--- src/rtl/br_pred_track_queue.sv ---
// In-order tracking queue for in-flight branch predictions: captured at IF, checked at WB.
// A mispredicting resolve raises a registered one-cycle redirect/flush and empties the queue.
module br_pred_track_queue #(
    parameter int unsigned DEPTH = 4,
    parameter int unsigned PTR_W = 2
) (
    input  logic             clk,
    input  logic             reset_n,
    input  logic             push,
    input  logic [15:0]      push_pc,
    input  logic             push_pred_taken,
    input  logic [15:0]      push_pred_target,
    output logic             full,
    output logic             empty,
    output logic [PTR_W:0]   count,
    input  logic             pop,
    input  logic             actual_taken,
    input  logic [15:0]      actual_target,
    output logic             redirect_valid,
    output logic [15:0]      redirect_pc,
    output logic             flush,
    output logic             overflow_err,
    output logic             underflow_err,
    output logic [15:0]      branch_cnt,
    output logic [15:0]      mispred_cnt
);

    localparam logic [PTR_W:0] FULL_CNT = (PTR_W + 1)'(DEPTH);

    logic [15:0]      pc_mem     [DEPTH];
    logic             taken_mem  [DEPTH];
    logic [15:0]      target_mem [DEPTH];

    logic [PTR_W-1:0] head_q, head_d;
    logic [PTR_W-1:0] tail_q, tail_d;
    logic [PTR_W:0]   count_q, count_d;
    logic             redirect_valid_q, redirect_valid_d;
    logic [15:0]      redirect_pc_q, redirect_pc_d;
    logic             overflow_q, overflow_d;
    logic             underflow_q, underflow_d;
    logic [15:0]      branch_cnt_q, branch_cnt_d;
    logic [15:0]      mispred_cnt_q, mispred_cnt_d;

    logic             pop_valid;
    logic             push_ok;
    logic             mispredict;
    logic [15:0]      head_pc;
    logic             head_taken;
    logic [15:0]      head_target;

    always_comb begin
        head_pc     = pc_mem[head_q];
        head_taken  = taken_mem[head_q];
        head_target = target_mem[head_q];

        pop_valid  = pop && (count_q != '0);
        mispredict = pop_valid && ((actual_taken != head_taken) ||
                                   (actual_taken && (actual_target != head_target)));
        // A push alongside a mispredicting pop is on the wrong path and is dropped.
        push_ok    = push && !mispredict && ((count_q != FULL_CNT) || pop_valid);

        head_d           = head_q;
        tail_d           = tail_q;
        count_d          = count_q;
        redirect_valid_d = mispredict;
        redirect_pc_d    = redirect_pc_q;
        overflow_d       = overflow_q | (push && (count_q == FULL_CNT) && !pop);
        underflow_d      = underflow_q | (pop && (count_q == '0));
        branch_cnt_d     = branch_cnt_q;
        mispred_cnt_d    = mispred_cnt_q;

        if (pop_valid && (branch_cnt_q != 16'hFFFF)) begin
            branch_cnt_d = branch_cnt_q + 16'd1;
        end

        if (mispredict) begin
            head_d        = '0;
            tail_d        = '0;
            count_d       = '0;
            redirect_pc_d = actual_taken ? actual_target : (head_pc + 16'd2);
            if (mispred_cnt_q != 16'hFFFF) begin
                mispred_cnt_d = mispred_cnt_q + 16'd1;
            end
        end else begin
            if (pop_valid) begin
                head_d = head_q + PTR_W'(1);
            end
            if (push_ok) begin
                tail_d = tail_q + PTR_W'(1);
            end
            case ({push_ok, pop_valid})
                2'b10:   count_d = count_q + (PTR_W + 1)'(1);
                2'b01:   count_d = count_q - (PTR_W + 1)'(1);
                default: count_d = count_q;
            endcase
        end
    end

    always_ff @(posedge clk or negedge reset_n) begin
        if (!reset_n) begin
            head_q           <= '0;
            tail_q           <= '0;
            count_q          <= '0;
            redirect_valid_q <= 1'b0;
            redirect_pc_q    <= '0;
            overflow_q       <= 1'b0;
            underflow_q      <= 1'b0;
            branch_cnt_q     <= '0;
            mispred_cnt_q    <= '0;
        end else begin
            head_q           <= head_d;
            tail_q           <= tail_d;
            count_q          <= count_d;
            redirect_valid_q <= redirect_valid_d;
            redirect_pc_q    <= redirect_pc_d;
            overflow_q       <= overflow_d;
            underflow_q      <= underflow_d;
            branch_cnt_q     <= branch_cnt_d;
            mispred_cnt_q    <= mispred_cnt_d;
        end
    end

    // Entry payload is not reset; validity is tracked by head/tail/count alone.
    always_ff @(posedge clk) begin
        if (push_ok) begin
            pc_mem[tail_q]     <= push_pc;
            taken_mem[tail_q]  <= push_pred_taken;
            target_mem[tail_q] <= push_pred_target;
        end
    end

    assign full           = (count_q == FULL_CNT);
    assign empty          = (count_q == '0);
    assign count          = count_q;
    assign redirect_valid = redirect_valid_q;
    assign flush          = redirect_valid_q;
    assign redirect_pc    = redirect_pc_q;
    assign overflow_err   = overflow_q;
    assign underflow_err  = underflow_q;
    assign branch_cnt     = branch_cnt_q;
    assign mispred_cnt    = mispred_cnt_q;

endmodule

--- config.mk ---
export PLATFORM = sky130hd
export DESIGN_NAME = br_pred_track_queue
export DESIGN_NICKNAME = d
export VERILOG_FILES = /design/src/rtl/br_pred_track_queue.sv
export SDC_FILE = /design/constraint.sdc
export NUM_CORES = 1
export LEC_CHECK = 0
export ABC_AREA = 1
export CAP_MARGIN = 15
export CORE_UTILIZATION = 40
export CTS_CLUSTER_DIAMETER = 100
export DETAILED_ROUTE_END_ITERATION = 16
export GPL_TIMING_DRIVEN = 0
export PLACE_DENSITY = 0.7
export SKIP_CTS_REPAIR_TIMING = 1
export SYNTH_ARGS = -nofsm -noshare
export SYNTH_HDL_FRONTEND = slang
export SYNTH_SLANG_ARGS = --single-unit
--- constraint.sdc ---
create_clock -name clk -period 7.5 [get_ports clk]
set_input_delay 1.125 -clock clk [delete_from_list [all_inputs] [get_ports clk]]
set_output_delay 1.125 -clock clk [all_outputs]
set_load 0.005 [all_outputs]
==> results of run 1 <==
-- state kept, by name, indices dropped and copies added (netlist names) --
| signal | count |
|---|---|
| tail_q | 2 |
| flush | 1 |
| branch_cnt | 16 |
| overflow_err | 1 |
| head_q | 2 |
| count | 3 |
| mispred_cnt | 16 |
| redirect_pc | 16 |
| target_mem | 64 |
| pc_mem | 64 |
| taken_mem | 4 |
| underflow_err | 1 |
-- final timing paths --
kind | cells after the start | slack (ps) | to
min in group asynchronous | 1 | 730 | mispred_cnt[6]
max in group asynchronous | 2 | 6150 | redirect_pc[9]
min reg2reg | 1 | 470 | overflow_err
max reg2reg | 15 | 4080 | target_mem[0][1]
max | 9 | 3790 | target_mem[0][1]
min | 1 | 470 | overflow_err
-- cell usage after synthesis (all sizes together) --
cell type / instances / area, um2
dfrtp: 58 / 1450
nand2: 237 / 910
xor2: 28 / 245
clkbuf: 1 / 3.75
nor2: 78 / 308
ha: 7 / 87.6
edfxtp: 132 / 3960
o21ai: 32 / 160
fa: 1 / 20.0
nor4: 2 / 27.5
a31o: 2 / 17.5
inv: 51 / 191
a21oi: 18 / 90.1
nand4: 10 / 62.6
o211ai: 1 / 7.51
buf: 29 / 215
nand3b: 10 / 75.1
xnor2: 12 / 105
a31oi: 5 / 31.3
a32oi: 2 / 25.0
nor3: 6 / 30.0
nand3: 88 / 460
clkinv: 1 / 3.75
or2: 3 / 18.8
o22ai: 5 / 43.8
-- per-layer routing --
| layer | track usage | vias up |
|---|---|---|
| met1 | 0.258 | 2962 |
| met5 | 0 | - |
| met2 | 0.310 | 233 |
| met3 | 0.0393 | 29 |
| met4 | 0.0701 | 0 |
| li1 | - | 3036 |
-- kinds of logic (layout without fill, tap and decap cells) --
| group | after synthesis | count (layout) | share of synthesized area |
|---|---|---|---|
| buffers and inverters | 82 | 228 | 0.0484 |
| AOI/OAI and AO/OA | 65 | 65 | 0.0439 |
| and+or+nand+nor | 434 | 434 | 0.221 |
| DFF | 190 | 190 | 0.633 |
| xor gates and xnor gates | 40 | 40 | 0.0410 |
| adders and majority gates | 8 | 8 | 0.0126 |
-- per-stage QoR --
step | instance area (um2) | instances | worst slack, ps | util
floorplan | 8550 | 819 | 3600 | -
global placement | 9990 | 1203 | 1710 | 0.475
detailed placement | 10100 | 1208 | 3370 | 0.483
global route | 10700 | 1240 | 3630 | 0.511
CTS | 10700 | 1240 | 3810 | 0.511
finish | 10700 | 1240 | 3790 | 0.511
-- worst max-delay path, stage by stage --
cell and delay [ps]:
clkdlybuf4s50_1 580, nand3b_1 180, nand4_1 160, nor2_1 140, nand3_1 100, nand2_1 190, nand3_1 440, nor2_4 670
buf_16 250
-- cells in the final DEF (no fill, tap or decap), types with 2 or more instances in the layout --
cell type	count
inv_6	2
clkinv_8	3
xor2_1	28
inv_2	6
nand2_2	5
nor3_1	6
nand3_1	84
o22ai_2	2
nand2_1	231
o22ai_1	3
clkinv_4	2
buf_4	8
buf_16	4
a31o_2	2
nand3_2	4
nor2_2	3
buf_2	14
inv_1	45
o21ai_1	9
dfrtp_1	58
a21oi_1	18
xnor2_1	12
a31oi_1	5
nor2_1	70
or2_2	2
ha_1	7
nand4_1	10
clkbuf_1	2
buf_6	8
edfxtp_1	132
nand3b_1	10
nor2_4	5
o21ai_0	23
inv_8	4
clkbuf_16	17
clkdlybuf4s50_1	108
-- final cells by class --
class | instances | share of cell area
inverters | 52 | 0.0182
multi-input cells | 547 | 0.256
flip-flops and latches | 190 | 0.504
clock inverters | 14 | 0.0160
plain buffers | 30 | 0.0204
repair buffers | 114 | 0.113
clock buffers | 18 | 0.0399
well taps | 275 | 0.0320
-- power by group through the flow --
stage	clock network [uW]	registers [uW]	logic, uW
2_1_floorplan	0	1480	922
6_report	907	1490	1510
3_3_place_gp	0	1510	1440
5_1_grt	968	1510	1680
4_1_cts	919	1490	1520
3_5_place_dp	0	1510	1510
==> flow_summary.ini, run 1 <==
[layout]
finalNetCount = 1014
antenna_cells = 0
drive_gt1_frac = 0.102
syn_to_final_growth_pct = 25.6
multiInputGateArea_mm2 = 0.00276
fillCellCount = 1860
ff_latch_area_mm2 = 0.00542

[timing]
hold_viol_final = 0
finalCritPeriodShare = 0.494
period_needed_ps = 3710
fmax_ghz = 0.270
slew_violations = 0
finClkSkew_ps = 11.8
worst_pin_slew_ps = 710
hold_slack_ps = 475
rsz0062_at_grt = false
finalSetupTns_ps = 0
slew_headroom = 0.527
setup_viol = 0

[clocking]
cts_buffers = 17
htree_num_levels = 4
cts.reportedPaths.clkPinSlew_ps = 70
clock_latency_ps = 440
clock_sinks = 190
root_buffer = clkbuf_16
cts_tree = done
clock_path_buffers = 2

[route]
wl_met1_um = 8770
top_layer = met4
num_vias = 6260
routed-wl-met3_um = 1440
wl_met2_um = 9460
postRouteAntennaNets = 0
wl_um = 20100
viasPerCell = 5.05
route.detailed.drc = 0
first_iter_violations = 504
dr.pass1.iters = 5
wl_per_cell_um = 16.2

[critical_path]
cp-startpoint = actual_target[5]
cp_max_fo = 18
cp_data_arrival_time_ps = 3850
r2r-start = head_q[0]
end_kind = register
crit_path_start_kind = input pin
critPathKind = input pin to register
crit_required_ps = 7640

[synthesis]
syn_area_per_cell_um2 = 10.4
syn-cell-area_mm2 = 0.00855
synth_nets = 881
yosysSeqAreaShare = 0.633
ys_types = 38
yosys_warnings = 0
syn_inst = 819
ys_ff_latch = 190

[pwr]
p_total_uw = 3910
p_clk_frac = 0.232
switching_power_uw = 1460
p_per_area_mw_per_mm2 = 364
p_int_uw = 2450
seqPwrFrac = 0.381
swShare = 0.374
vdd_drop_max_v = 0.000206
pwr-share-comb = 0.387
p_leak_uw = 0.00426

[grt]
grt_usage = 0.192
grt_pass1_wl_um = 31700
overflow = 0
grt_max_degree = 31
grt_pass1_vias = 5891
antenna_found_initial = 0

[floorplan]
ioPinCount = 111
core_area_mm2 = 0.0210
die_area_mm2 = 0.0220
die_w_um = 148
die_height_um = 148
rows = 53
start_util = 0.407

[min_path]
min_path_type = register to register
holdCritStartpoint = overflow_err

[placement]
portBuffers = 109
dp_hpwl_um = 14300
gp_congestion = 0.841

[run_status]
outcome = finished clean

[flow_run]
cap_violations = 0
No activity file was read; power rests on OpenSTA's default activity.
==> run 2, diff against run 1 <==
--- a/config.mk
+++ b/config.mk
@@ -11,7 +11,7 @@
 export CTS_CLUSTER_DIAMETER = 100
 export DETAILED_ROUTE_END_ITERATION = 16
 export GPL_TIMING_DRIVEN = 0
-export PLACE_DENSITY = 0.7
+export PLACE_DENSITY = 0.72
 export SKIP_CTS_REPAIR_TIMING = 1
 export SYNTH_ARGS = -nofsm -noshare
 export SYNTH_HDL_FRONTEND = slang
==> constraint.sdc (replaced) <==
create_clock -name clk -period 3.3 [get_ports clk]
set_input_delay 0.495 -clock clk [delete_from_list [all_inputs] [get_ports clk]]
set_output_delay 0.495 -clock clk [all_outputs]
set_load 0.005 [all_outputs]
==> flow_summary.ini, run 2 (synthesis gave the netlist of run 1 again) <==
[floorplan]
start_util = 0.407
ioPinCount = 111
die_height_um = 148
die_area_mm2 = 0.0220
rows = 53
core_area_mm2 = 0.0210
die_w_um = 148

[route]
wl_um = 20000
first_iter_violations = 429
viasPerCell = 5.02
num_vias = 6240
wl_per_cell_um = 16.1
route.detailed.drc = 0
wl_met2_um = 9420
routed-wl-met3_um = 1480
wl_met1_um = 8740
dr.pass1.iters = 5
postRouteAntennaNets = 0
top_layer = met4

[timing]
rsz0062_at_grt = false
hold_viol_final = 0
slew_headroom = 0.560
setup_viol = 0
worst_pin_slew_ps = 659
finalCritPeriodShare = 0.931
fmax_ghz = 0.326
period_needed_ps = 3070
slew_violations = 0
finClkSkew_ps = 6.40

[critical_path]
cp_data_arrival_time_ps = 3210
crit_path_start_kind = register
crit_required_ps = 3430
end_kind = register
critPathKind = register to register
cp_max_fo = 18

[clocking]
clock_sinks = 190
cts_tree = done
root_buffer = clkbuf_16
cts_buffers = 17
cts.reportedPaths.clkPinSlew_ps = 60
htree_num_levels = 4
clock_path_buffers = 2
clock_latency_ps = 430

[placement]
place_inst = 1208
dp_hpwl_um = 14100
portBuffers = 109
gp_congestion = 0.832

[flow_run]
cap_violations = 0

[grt]
grt_usage = 0.192
overflow = 0
antenna_found_initial = 0
grt_pass1_vias = 5959
grt_pass1_wl_um = 31600
grt_max_degree = 32

[pwr]
p_total_uw = 8720
vdd_drop_max_v = 0.000430
p_leak_uw = 0.00425
switching_power_uw = 3240
swShare = 0.371
pwr-share-comb = 0.400
p_per_area_mw_per_mm2 = 812
seqPwrFrac = 0.388
p_clk_frac = 0.213
p_int_uw = 5480

[layout]
finalNonFillerCells = 1243
drive_gt1_frac = 0.102
mostFrequentLayoutCell = nand2_1
post-route-util = 0.511
antenna_cells = 0
reg.largest.list = pc_mem (64), target_mem (64)
syn_to_final_growth_pct = 25.6
finalNetCount = 1018
fillCellCount = 1813
final_cell_mix = nand2_1, edfxtp_1, clkdlybuf4s50_1

[min_path]
min_path_type = input pin to async pin

[run_status]
outcome = finished clean
## run 2: cell types whose count changed in the layout (fill, tap and decap cells not counted), moves of 2 or more
| cell | previous run | this run |
|---|---|---|
| clkinv_4 | 2 | 4 |
| inv_8 | 4 | 0 |
| buf_12 | 1 | 5 |
| clkinv_8 | 3 | 0 |
## run 2: final cells by class
| class | instances | area [um2] | share of cell area |
|---|---|---|---|
| plain buffers | 30 | 219 | 0.0204 |
| clock buffers | 19 | 433 | 0.0403 |
| clock inverters | 12 | 90.1 | 0.00838 |
| inverters | 52 | 195 | 0.0182 |
| multi-input cells | 547 | 2760 | 0.256 |
| flip-flops and latches | 190 | 5420 | 0.504 |
| well taps | 275 | 344 | 0.0320 |
| repair buffers | 118 | 1300 | 0.121 |
## run 2: worst paths after layout
kind / slack (ps) / cells after the start / endpoint / startpoint
hold / removal: 90 / 1 / mispred_cnt[2] / reset_n
max in group asynchronous: 2600 / 2 / head_q[0] / reset_n
hold reg to reg: 480 / 1 / underflow_err / underflow_err
setup / recovery: 230 / 15 / target_mem[2][13] / head_q[0]
setup reg to reg: 230 / 15 / target_mem[2][13] / head_q[0]
min in group clk: 480 / 1 / underflow_err / underflow_err
## run 2: worst max-delay path: stages (launching register included)
cell     delay (ps)
dfrtp_1         430
inv_2           120
buf_2           260
nand2_1          80
nand3_1          90
nand2_1          60
nand2_1          50
nand2_1          50
nor2_1          150
nand2_1         100
nor2_1           90
nand3_1          80
nand2_1         190
nand3_1         440
nor2_4          350
buf_16          200
## run 2: routing by layer
metal,vias to the layer above,GRT usage
met5,-,0
met4,0,0.0624
met3,26,0.0472
met2,251,0.302
met1,2931,0.259
li1,3032,-
## run 2: power groups by stage
stage	clock network, uW	registers (uW)	logic, uW
2_1_floorplan	0	3370	2100
3_3_place_gp	0	3440	3250
3_5_place_dp	0	3430	3420
4_1_cts	1880	3380	3450
5_1_grt	1980	3440	3860
6_report	1850	3380	3490
## run 2: through the flow
stage	setup slack (ps)	setup TNS (ps)	hold WS (ps)	cell area, um2
4_1_cts	-123	-7460	95.8	10700
3_5_place_dp	-255	-20230	469	10100
3_3_place_gp	-1920	-251600	453	9990
6_report	229	0	94.3	10700
5_1_grt	49.1	0	128	10700
2_1_floorplan	-60.1	-7930	199	8550
==> run 3, diff against run 2 <==
--- a/config.mk
+++ b/config.mk
@@ -9,6 +9,7 @@
 export CAP_MARGIN = 15
 export CORE_UTILIZATION = 40
 export CTS_CLUSTER_DIAMETER = 100
+export CTS_CLUSTER_SIZE = 10
 export DETAILED_ROUTE_END_ITERATION = 16
 export GPL_TIMING_DRIVEN = 0
 export PLACE_DENSITY = 0.72
==> results of run 3 <==
Same layout as run 2: the final DEF is identical, and so are final timing and power.
